<file path="src/rtl/vec_alu_dispatch.sv">
// ---------------------------------------------------------------------------
// vec_alu_dispatch
//
// Sequencer between vector decode and the vec_alu lane array / vector
// register file. Accepts one arithmetic command at a time. For each register
// of the LMUL group it reads vs2 (and vs1 for VV) from the VRF, runs all
// lanes, waits until every lane reports done, OR-merges the lane results and
// writes the merged value to vd. A command that cannot be executed is
// answered with resp_err one cycle after acceptance, without touching the
// VRF or the lanes.
//
// Parameters
//   VLEN         vector register width in bits (>= 64)
//   NLANES_LOG2  log2 of the number of lanes; NLANES = 1 << NLANES_LOG2
//
// Ports
//   clk, resetn                     clock, synchronous active-low reset
//   req_valid / req_ready           command handshake (ready only when idle)
//   req_opcode                      funct6: vadd 000000, vand 001001,
//                                   vor 001010, vxor 001011
//   req_op_type                     one-hot: 001 VV, 010 VX, 100 VI
//   req_vsew                        element width code 0..3 (8..64 bits)
//   req_vlmul                       0..3 = group of 1/2/4/8, 1xx = group 1
//   req_vd / req_vs1 / req_vs2      register numbers
//   req_scalar                      rs1 value (VX) or immediate in [4:0] (VI)
//   resp_valid / resp_err           one-cycle completion pulse and error flag
//   rd_en / rd_addr / rd_data       VRF read port, data one cycle after rd_en
//   wr_en / wr_addr / wr_data       VRF write port, one-cycle pulse
//   alu_run                         lane run; lanes clear their state when low
//   alu_opcode/alu_op_type/alu_vsew lane controls, stable while alu_run is high
//   alu_nb_lanes                    constant NLANES_LOG2
//   alu_vs1 / alu_vs2               lane operands (scalar in [63:0] for VX/VI)
//   alu_done / alu_vd               per-lane done flags and results
//
// Build option
//   VEC_DISPATCH_FWD_EN : when defined, a read issued right after a write to
//   the same register takes the last written data instead of rd_data, so the
//   VRF may be read-before-write. When undefined the VRF must be write-first.
// ---------------------------------------------------------------------------
module vec_alu_dispatch #(
    parameter int VLEN        = 128,
    parameter int NLANES_LOG2 = 2
) (
    input  logic                                 clk,
    input  logic                                 resetn,
    input  logic                                 req_valid,
    output logic                                 req_ready,
    input  logic [5:0]                           req_opcode,
    input  logic [2:0]                           req_op_type,
    input  logic [2:0]                           req_vsew,
    input  logic [2:0]                           req_vlmul,
    input  logic [4:0]                           req_vd,
    input  logic [4:0]                           req_vs1,
    input  logic [4:0]                           req_vs2,
    input  logic [63:0]                          req_scalar,
    output logic                                 resp_valid,
    output logic                                 resp_err,
    output logic                                 rd_en,
    output logic [4:0]                           rd_addr,
    input  logic [VLEN-1:0]                      rd_data,
    output logic                                 wr_en,
    output logic [4:0]                           wr_addr,
    output logic [VLEN-1:0]                      wr_data,
    output logic                                 alu_run,
    output logic [5:0]                           alu_opcode,
    output logic [2:0]                           alu_op_type,
    output logic [2:0]                           alu_vsew,
    output logic [1:0]                           alu_nb_lanes,
    output logic [VLEN-1:0]                      alu_vs1,
    output logic [VLEN-1:0]                      alu_vs2,
    input  logic [(1<<NLANES_LOG2)-1:0]          alu_done,
    input  logic [(1<<NLANES_LOG2)*VLEN-1:0]     alu_vd
);

    localparam int NLANES = 1 << NLANES_LOG2;

    typedef enum logic [2:0] {
        S_IDLE = 3'd0,
        S_ERR  = 3'd1,
        S_RD2  = 3'd2,
        S_RD1  = 3'd3,
        S_LAT1 = 3'd4,
        S_EXEC = 3'd5,
        S_WB   = 3'd6
    } state_t;

    state_t      state_r;
    logic [4:0]  vd_r;
    logic [4:0]  vs1_r;
    logic [4:0]  vs2_r;
    logic        is_vv_r;
    logic [63:0] scalar_r;
    logic [2:0]  last_idx_r;
    logic [2:0]  idx_r;

    logic [4:0]      grp_mask_s;
    logic [2:0]      last_idx_s;
    logic            op_ok_s;
    logic            type_ok_s;
    logic            align_ok_s;
    logic            req_err_s;
    logic [63:0]     scalar_ext_s;
    logic [2:0]      idx_nxt_s;
    logic [4:0]      vs2_addr_s;
    logic [4:0]      vs1_addr_s;
    logic [4:0]      vd_addr_s;
    logic [4:0]      vs2_next_addr_s;
    logic [VLEN-1:0] rd2_data_s;
    logic [VLEN-1:0] rd1_data_s;

    // OR of all lane result slices; each lane only drives its own elements.
    function automatic logic [VLEN-1:0] or_merge(input logic [NLANES*VLEN-1:0] lanes);
        logic [VLEN-1:0] acc;
        acc = {VLEN{1'b0}};
        for (int k = 0; k < NLANES; k++) begin
            acc = acc | lanes[k*VLEN +: VLEN];
        end
        return acc;
    endfunction

    assign alu_nb_lanes = 2'(NLANES_LOG2);

    // Group size decode and command legality checks on the incoming request.
    always_comb begin
        case (req_vlmul)
            3'b000:  begin grp_mask_s = 5'd0; last_idx_s = 3'd0; end
            3'b001:  begin grp_mask_s = 5'd1; last_idx_s = 3'd1; end
            3'b010:  begin grp_mask_s = 5'd3; last_idx_s = 3'd3; end
            3'b011:  begin grp_mask_s = 5'd7; last_idx_s = 3'd7; end
            default: begin grp_mask_s = 5'd0; last_idx_s = 3'd0; end
        endcase

        case (req_opcode)
            6'b000000: op_ok_s = 1'b1;
            6'b001001: op_ok_s = 1'b1;
            6'b001010: op_ok_s = 1'b1;
            6'b001011: op_ok_s = 1'b1;
            default:   op_ok_s = 1'b0;
        endcase

        type_ok_s = (req_op_type == 3'b001) || (req_op_type == 3'b010) ||
                    (req_op_type == 3'b100);

        // vs1 is only a register operand for VV; for VX/VI it is don't-care.
        if (req_op_type == 3'b001) begin
            align_ok_s = ((req_vd & grp_mask_s) == 5'd0) && ((req_vs2 & grp_mask_s) == 5'd0) &&
                         ((req_vs1 & grp_mask_s) == 5'd0);
        end else begin
            align_ok_s = ((req_vd & grp_mask_s) == 5'd0) && ((req_vs2 & grp_mask_s) == 5'd0);
        end

        req_err_s = (req_vsew > 3'd3) || !op_ok_s || !type_ok_s || !align_ok_s;

        // VI immediate is 5-bit signed; VX scalar is passed as given.
        if (req_op_type == 3'b100) begin
            scalar_ext_s = {{59{req_scalar[4]}}, req_scalar[4:0]};
        end else begin
            scalar_ext_s = req_scalar;
        end
    end

    // Per-register addresses inside the group, wrapping at 32 registers.
    always_comb begin
        idx_nxt_s       = idx_r + 3'd1;
        vs2_addr_s      = vs2_r + {2'b00, idx_r};
        vs1_addr_s      = vs1_r + {2'b00, idx_r};
        vd_addr_s       = vd_r + {2'b00, idx_r};
        vs2_next_addr_s = vs2_r + {2'b00, idx_nxt_s};
    end

`ifdef VEC_DISPATCH_FWD_EN
    logic fwd_vld_r;

    // Marks that the previous cycle was a write-back of this command, so the
    // reads that follow may hit the register just written (kept in wr_addr/wr_data).
    always_ff @(posedge clk) begin
        if (!resetn) begin
            fwd_vld_r <= 1'b0;
        end else if (state_r == S_WB) begin
            fwd_vld_r <= (idx_r != last_idx_r);
        end else if ((state_r == S_EXEC) || (state_r == S_IDLE)) begin
            fwd_vld_r <= 1'b0;
        end else begin
            fwd_vld_r <= fwd_vld_r;
        end
    end

    // Substitute the last written value when the read targets that register.
    always_comb begin
        if (fwd_vld_r && (wr_addr == vs2_addr_s)) begin
            rd2_data_s = wr_data;
        end else begin
            rd2_data_s = rd_data;
        end
        if (fwd_vld_r && (wr_addr == vs1_addr_s)) begin
            rd1_data_s = wr_data;
        end else begin
            rd1_data_s = rd_data;
        end
    end
`else
    // Write-first VRF: read data is always current.
    always_comb begin
        rd2_data_s = rd_data;
        rd1_data_s = rd_data;
    end
`endif

    // Command sequencer: state, latched command fields and all registered outputs.
    always_ff @(posedge clk) begin
        if (!resetn) begin
            state_r     <= S_IDLE;
            vd_r        <= 5'd0;
            vs1_r       <= 5'd0;
            vs2_r       <= 5'd0;
            is_vv_r     <= 1'b0;
            scalar_r    <= 64'd0;
            last_idx_r  <= 3'd0;
            idx_r       <= 3'd0;
            req_ready   <= 1'b1;
            resp_valid  <= 1'b0;
            resp_err    <= 1'b0;
            rd_en       <= 1'b0;
            rd_addr     <= 5'd0;
            wr_en       <= 1'b0;
            wr_addr     <= 5'd0;
            wr_data     <= {VLEN{1'b0}};
            alu_run     <= 1'b0;
            alu_opcode  <= 6'd0;
            alu_op_type <= 3'd0;
            alu_vsew    <= 3'd0;
            alu_vs1     <= {VLEN{1'b0}};
            alu_vs2     <= {VLEN{1'b0}};
        end else begin
            // Pulsed outputs default low; wr_addr/wr_data keep the last write.
            wr_en      <= 1'b0;
            resp_valid <= 1'b0;
            resp_err   <= 1'b0;

            case (state_r)
                S_IDLE: begin
                    if (req_valid) begin
                        req_ready <= 1'b0;
                        idx_r     <= 3'd0;
                        if (req_err_s) begin
                            state_r    <= S_ERR;
                            resp_valid <= 1'b1;
                            resp_err   <= 1'b1;
                        end else begin
                            state_r     <= S_RD2;
                            vd_r        <= req_vd;
                            vs1_r       <= req_vs1;
                            vs2_r       <= req_vs2;
                            is_vv_r     <= (req_op_type == 3'b001);
                            scalar_r    <= scalar_ext_s;
                            last_idx_r  <= last_idx_s;
                            alu_opcode  <= req_opcode;
                            alu_op_type <= req_op_type;
                            alu_vsew    <= req_vsew;
                            rd_en       <= 1'b1;
                            rd_addr     <= req_vs2;
                        end
                    end else begin
                        state_r <= S_IDLE;
                    end
                end

                S_ERR: begin
                    state_r   <= S_IDLE;
                    req_ready <= 1'b1;
                end

                // vs2 read is on the port; issue the vs1 read now so its data
                // arrives while vs2 data is being latched.
                S_RD2: begin
                    state_r <= S_RD1;
                    if (is_vv_r) begin
                        rd_en   <= 1'b1;
                        rd_addr <= vs1_addr_s;
                    end else begin
                        rd_en <= 1'b0;
                    end
                end

                S_RD1: begin
                    alu_vs2 <= rd2_data_s;
                    rd_en   <= 1'b0;
                    if (is_vv_r) begin
                        state_r <= S_LAT1;
                    end else begin
                        alu_vs1 <= {{(VLEN-64){1'b0}}, scalar_r};
                        alu_run <= 1'b1;
                        state_r <= S_EXEC;
                    end
                end

                S_LAT1: begin
                    alu_vs1 <= rd1_data_s;
                    alu_run <= 1'b1;
                    state_r <= S_EXEC;
                end

                // Only a complete set of done flags produces a write.
                S_EXEC: begin
                    if (&alu_done) begin
                        alu_run <= 1'b0;
                        wr_en   <= 1'b1;
                        wr_addr <= vd_addr_s;
                        wr_data <= or_merge(alu_vd);
                        state_r <= S_WB;
                    end else begin
                        state_r <= S_EXEC;
                    end
                end

                S_WB: begin
                    if (idx_r == last_idx_r) begin
                        resp_valid <= 1'b1;
                        req_ready  <= 1'b1;
                        state_r    <= S_IDLE;
                    end else begin
                        idx_r   <= idx_nxt_s;
                        rd_en   <= 1'b1;
                        rd_addr <= vs2_next_addr_s;
                        state_r <= S_RD2;
                    end
                end

                default: begin
                    state_r   <= S_IDLE;
                    req_ready <= 1'b1;
                    rd_en     <= 1'b0;
                    alu_run   <= 1'b0;
                end
            endcase
        end
    end

endmodule

</file>
<file path="config.mk">
export PLATFORM = sky130hd
export DESIGN_NAME = vec_alu_dispatch
export DESIGN_NICKNAME = d
export VERILOG_FILES = /design/src/rtl/vec_alu_dispatch.sv
export SDC_FILE = /design/constraint.sdc
export NUM_CORES = 1
export LEC_CHECK = 0
export CORE_AREA = 2 2 446 448
export DETAILED_ROUTE_END_ITERATION = 7
export DIE_AREA = 0 0 448 450
export GPL_TIMING_DRIVEN = 0
export HOLD_SLACK_MARGIN = 0.08
export PLACE_DENSITY = 0.37
export SETUP_SLACK_MARGIN = 0.5
export SLEW_MARGIN = 20
export SYNTH_ARGS = -nofsm -noshare
export SYNTH_HDL_FRONTEND = slang
export SYNTH_SLANG_ARGS = --single-unit
</file>
<file path="constraint.sdc">
create_clock -name clk -period 2.9 [get_ports clk]
set_input_delay 0.58 -clock clk [delete_from_list [all_inputs] [get_ports clk]]
set_output_delay 0.58 -clock clk [all_outputs]
set_load 0.005 [all_outputs]
</file>
==> run summary <==
RUN STATUS
-------------------------------------------------------------------------------------------------
Run status ......................................................................... finished, final reports clean

SYNTHESIS
-------------------------------------------------------------------------------------------------
Synthesized area per cell ..........................................................    8.411 µm²
Primary FF master, synth ........................................................... sky130_fd_sc_hd__dfxtp_1
Post-synthesis register bit count ..................................................          501
Number of distinct library cell variants in the gate-level netlist after synthesis .           51
Number of enable-type register cells in the synthesized netlist ....................            0
Synth Warn # .......................................................................            0
Post-synth net total ...............................................................        3,061
Synthesized instance count .........................................................        2,307
Sequential cell area fraction in the yosys report ..................................       51.69%
Syn Std Cell Area ..................................................................   19,400 µm²
Fraction of registers with async set or reset after synthesis ......................           0%

GLOBAL ROUTING
-------------------------------------------------------------------------------------------------
GRT Resource Usage Total ...........................................................       16.54%
Antenna violations before repair ...................................................           82
Maximum number of pins on one net before global-route repair .......................           13
Overflow left after global routing .................................................            0
Global-route wire length before repair .............................................     220.5 mm
Number of global-route vias before repair ..........................................       22,280

STA
-------------------------------------------------------------------------------------------------
Worst hold slack across all endpoints ..............................................     336.0 ps
Relative slew slack ................................................................       3.091%
Max Fclk ...........................................................................    431.4 MHz
Fin crit share .....................................................................       79.94%
Clock Skews ........................................................................     59.79 ps
Number of hold violations in the final report ......................................            0
Pin slew with the least headroom to its limit ......................................      1435 ps
Setup violation total in the final timing report ...................................            0
Slew Limit Fails ...................................................................            0
Minimum clock period ...............................................................      2318 ps
Post-Route Setup TNS ...............................................................         0 ps
Setup repair after global routing missed its margin ................................         true

DRT
-------------------------------------------------------------------------------------------------
Via/cell ratio .....................................................................        3.603
Via count ..........................................................................       22,550
Number of DRC markers after the initial detailed-route iteration ...................        1,210
Detailed-routing iteration count for the pre-antenna-repair pass ...................            5
Detailed-route wire length per cell ................................................     27.64 µm
Antenna-violating nets left ........................................................            0
Total length of routed wires .......................................................     173.0 mm
Total DRC errors in the routed layout ..............................................            0

FLOORPLAN
-------------------------------------------------------------------------------------------------
IO Count ...........................................................................        1,155
Cell Rows ..........................................................................          163
Vertical die dimension .............................................................       450 µm
Die area ...........................................................................  201,600 µm²
Effective utilization at floorplan .................................................       9.869%
Die boundary width .................................................................       448 µm
Core Footprint .....................................................................  196,600 µm²

SETUP PATH
-------------------------------------------------------------------------------------------------
Data arrival time of the critical path .............................................      1740 ps
Max incr delay on CP ...............................................................       590 ps
Worst-case reg-to-reg path depth ...................................................            8
Capturing element type of the critical path ........................................  output port
Nature of the critical path startpoint .............................................         flop
Total number of cells along the worst setup path ...................................            1
Critical-path cell with the highest stage delay .................................... sky130_fd_sc_hd__clkdlybuf4s50_1
WP data required ...................................................................      2320 ps
Critical Setup Path Class .......................................................... flop to output port
Critical path, cell by cell ........................................................ clkdlybuf4s50_1
Kind of cell adding the most delay to the critical path ............................ buffers and inverters
Maximum net fanout on the critical path ............................................            2
Crit path buffers/inverters ........................................................            1

PLACED DESIGN
-------------------------------------------------------------------------------------------------
Count of input and output buffers ..................................................        1,152
Placer congestion estimate .........................................................       0.9271
Hpwl dp ............................................................................     147.1 mm

POWER
-------------------------------------------------------------------------------------------------
Combinational power share ..........................................................         8.9%
Switching component of the power ...................................................     4.661 mW
Fraction of power spent switching nets .............................................       25.79%
Proportion of power drawn by the clock network .....................................        52.9%
Leakage power ......................................................................     11.91 nW
P_int ..............................................................................     13.41 mW
Total power density per cell area .................................................. 484.7 nW/µm²
Max VDD drop .......................................................................  0.0003636 V
Tot Pwr ............................................................................     18.07 mW
Power share of the sequential group ................................................        38.2%

JOB
-------------------------------------------------------------------------------------------------
Number of max-capacitance violations reported ......................................            0

FINAL LAYOUT
-------------------------------------------------------------------------------------------------
Net count reported at finish .......................................................        4,300
Share of layout cells above drive strength 1 .......................................       8.437%
Commonest non-fill, non-tap cells in the layout .................................... sky130_fd_sc_hd__clkdlybuf4s50_1 (1,114), sky130_fd_sc_hd__nand2_1 (594), sky130_fd_sc_hd__dfxtp_1 (494)
Most common library cell in the layout ignoring fill and taps ...................... sky130_fd_sc_hd__clkdlybuf4s50_1
Area added between synthesis and finish ............................................       92.13%

CLOCK NETWORK
-------------------------------------------------------------------------------------------------
Root buf cell ...................................................................... sky130_fd_sc_hd__clkbuf_16
Maximum level of the CTS H-tree ....................................................            3
Inserted Clock Buffers .............................................................           73
Worst skew pair latency ............................................................       720 ps
Number of buffers between clock root and the deepest sink ..........................            3
TritonCTS clock tree ...............................................................        built
Total clock sinks ..................................................................          501
CTS clock-pin slew for the worst setup and hold paths ..............................        60 ps

MIN PATH
-------------------------------------------------------------------------------------------------
Class of the tightest hold or removal check ........................................ primary input to flop
Worst hold path cell count .........................................................            3

==> final cells by class <==
cell class | count | area (µm²)
Sequential cell | 501 | 10040
Inverter | 12 | 45.04
Timing Repair Buffer | 1164 | 11650
Clock inverter | 32 | 450.4
Fill cell | 22120 | 159300
Clock buffer | 100 | 2078
Tap cell | 2640 | 3303
Buffer | 193 | 979.7
Multi-Input combinational cell | 1601 | 8691
Antenna cell | 17 | 42.54
==> timing repair <==
| item | in CTS | in global routing |
|---|---|---|
| pin swaps | 1 | 1 |
| resized for setup | 116 | 54 |
| setup buffers | 1 | 1 |
| setup endpoints to repair | 522 | 224 |
| hold buffers | 0 | 0 |
==> layer usage <==
layer | vias to the layer above | share of wire, % | global-route usage (%)
met3 | 170 | 7.1 | 5.072
met1 | 10940 | 42 | 20.29
met5 | - | 0.14 | 0
li1 | 10660 | - | -
met4 | 38 | 1.8 | 3.546
met2 | 752 | 49 | 28.19
==> per-stage QoR <==
step / cell area [µm²] / utilization, % / setup slack, ps / instances
4_1_cts: 37150 / 18.90 / 444.3 / 6242
3_5_place_dp: 34510 / 17.55 / -1364 / 6109
5_1_grt: 37250 / 18.94 / 462.7 / 6246
2_1_floorplan: 19400 / - / 737.4 / 2307
6_report: 37280 / 18.96 / 581.8 / 6260
3_3_place_gp: 34240 / 17.41 / -2265 / 6099
==> synthesized netlist by cell type (2+ instances only) <==
library cell                instances  share of area (%)
sky130_fd_sc_hd__nand2_1          595                 12
sky130_fd_sc_hd__dfxtp_1          501                 52
sky130_fd_sc_hd__a21oi_1          365                9.4
sky130_fd_sc_hd__nor2_1           216                4.2
sky130_fd_sc_hd__clkbuf_1         149                2.9
sky130_fd_sc_hd__o41ai_1          128                5.8
sky130_fd_sc_hd__a311oi_1          65                2.9
sky130_fd_sc_hd__a22oi_1           64                2.5
sky130_fd_sc_hd__a211oi_1          33                1.3
sky130_fd_sc_hd__a211oi_2          31                2.0
sky130_fd_sc_hd__buf_1             14               0.27
sky130_fd_sc_hd__buf_2             13               0.34
sky130_fd_sc_hd__buf_4             12               0.46
sky130_fd_sc_hd__o21ai_0           12               0.31
sky130_fd_sc_hd__inv_1             11               0.21
sky130_fd_sc_hd__ha_1              10               0.64
sky130_fd_sc_hd__xnor2_1            8               0.36
sky130_fd_sc_hd__nor2b_1            6               0.19
sky130_fd_sc_hd__and3_1             5               0.16
sky130_fd_sc_hd__nand2b_1           5               0.16
sky130_fd_sc_hd__nand3_1            5               0.13
sky130_fd_sc_hd__xor2_1             5               0.23
sky130_fd_sc_hd__buf_6              4               0.23
sky130_fd_sc_hd__nor3_1             4               0.10
sky130_fd_sc_hd__or3_1              4               0.13
sky130_fd_sc_hd__a21o_1             3               0.12
sky130_fd_sc_hd__and2_1             3              0.097
sky130_fd_sc_hd__fa_1               3               0.31
sky130_fd_sc_hd__mux2i_1            3               0.15
sky130_fd_sc_hd__o31ai_1            3               0.12
sky130_fd_sc_hd__a221oi_1           2              0.090
sky130_fd_sc_hd__a2bb2oi_1          2              0.090
sky130_fd_sc_hd__conb_1             2              0.039
sky130_fd_sc_hd__nor4_1             2              0.064
sky130_fd_sc_hd__o21a_1             2              0.077
sky130_fd_sc_hd__o21bai_1           2              0.077
==> sequential cells by signal, indices dropped and copies added (netlist names), 3 cells and up <==
name	count
last_idx_r	3
alu_opcode	6
alu_vsew	3
vs2_r	5
rd_addr	5
alu_op_type	3
state_r	3
vs1_r	5
alu_vs2	128
scalar_r	64
idx_r	3
wr_addr	5
vd_r	5
alu_vs1	128
wr_data	128
==> tightest hold or removal path, delay by kind of cell <==
| kind | cells | cell delay [ps] |
|---|---|---|
| AND/OR/NAND/NOR | 1 | 120 |
| buffers and inverters | 1 | 230 |
| AO/OA/AOI/OAI | 1 | 50 |
==> power by group through the flow <==
stage / clock network (mW) / registers, mW / logic, mW
floorplan: 0 / 7.05 / 0.204
global placement: 0 / 7.05 / 1.61
detailed placement: 0 / 7.05 / 1.62
CTS: 10.0 / 6.90 / 1.63
global route: 10.2 / 6.90 / 1.70
finish: 9.56 / 6.90 / 1.61
==> cell families (layout without fill, tap and decap cells) <==
kind of cell	after synthesis	count (layout)	synth area share [%]
other	2	19	0.03870
adders and majority gates	13	13	0.9544
buffers and inverters	205	1501	4.494
and+or+nand+nor	851	851	17.04
AOI/OAI and AO/OA	719	719	25.05
DFF	501	501	51.69
xor gates and xnor gates	13	13	0.5868
muxes	3	3	0.1548
==> final timing paths <==
path / slack (ps) / from / end
setup / recovery: 580 / wr_data[59] / wr_data[59]
hold / removal: 340 / req_op_type[1] / alu_op_type[1]
setup reg to reg: 640 / state_r[0] / alu_vs2[60]
hold reg to reg: 450 / wr_data[58] / wr_data[58]
No activity file was read; power rests on OpenSTA's default activity.
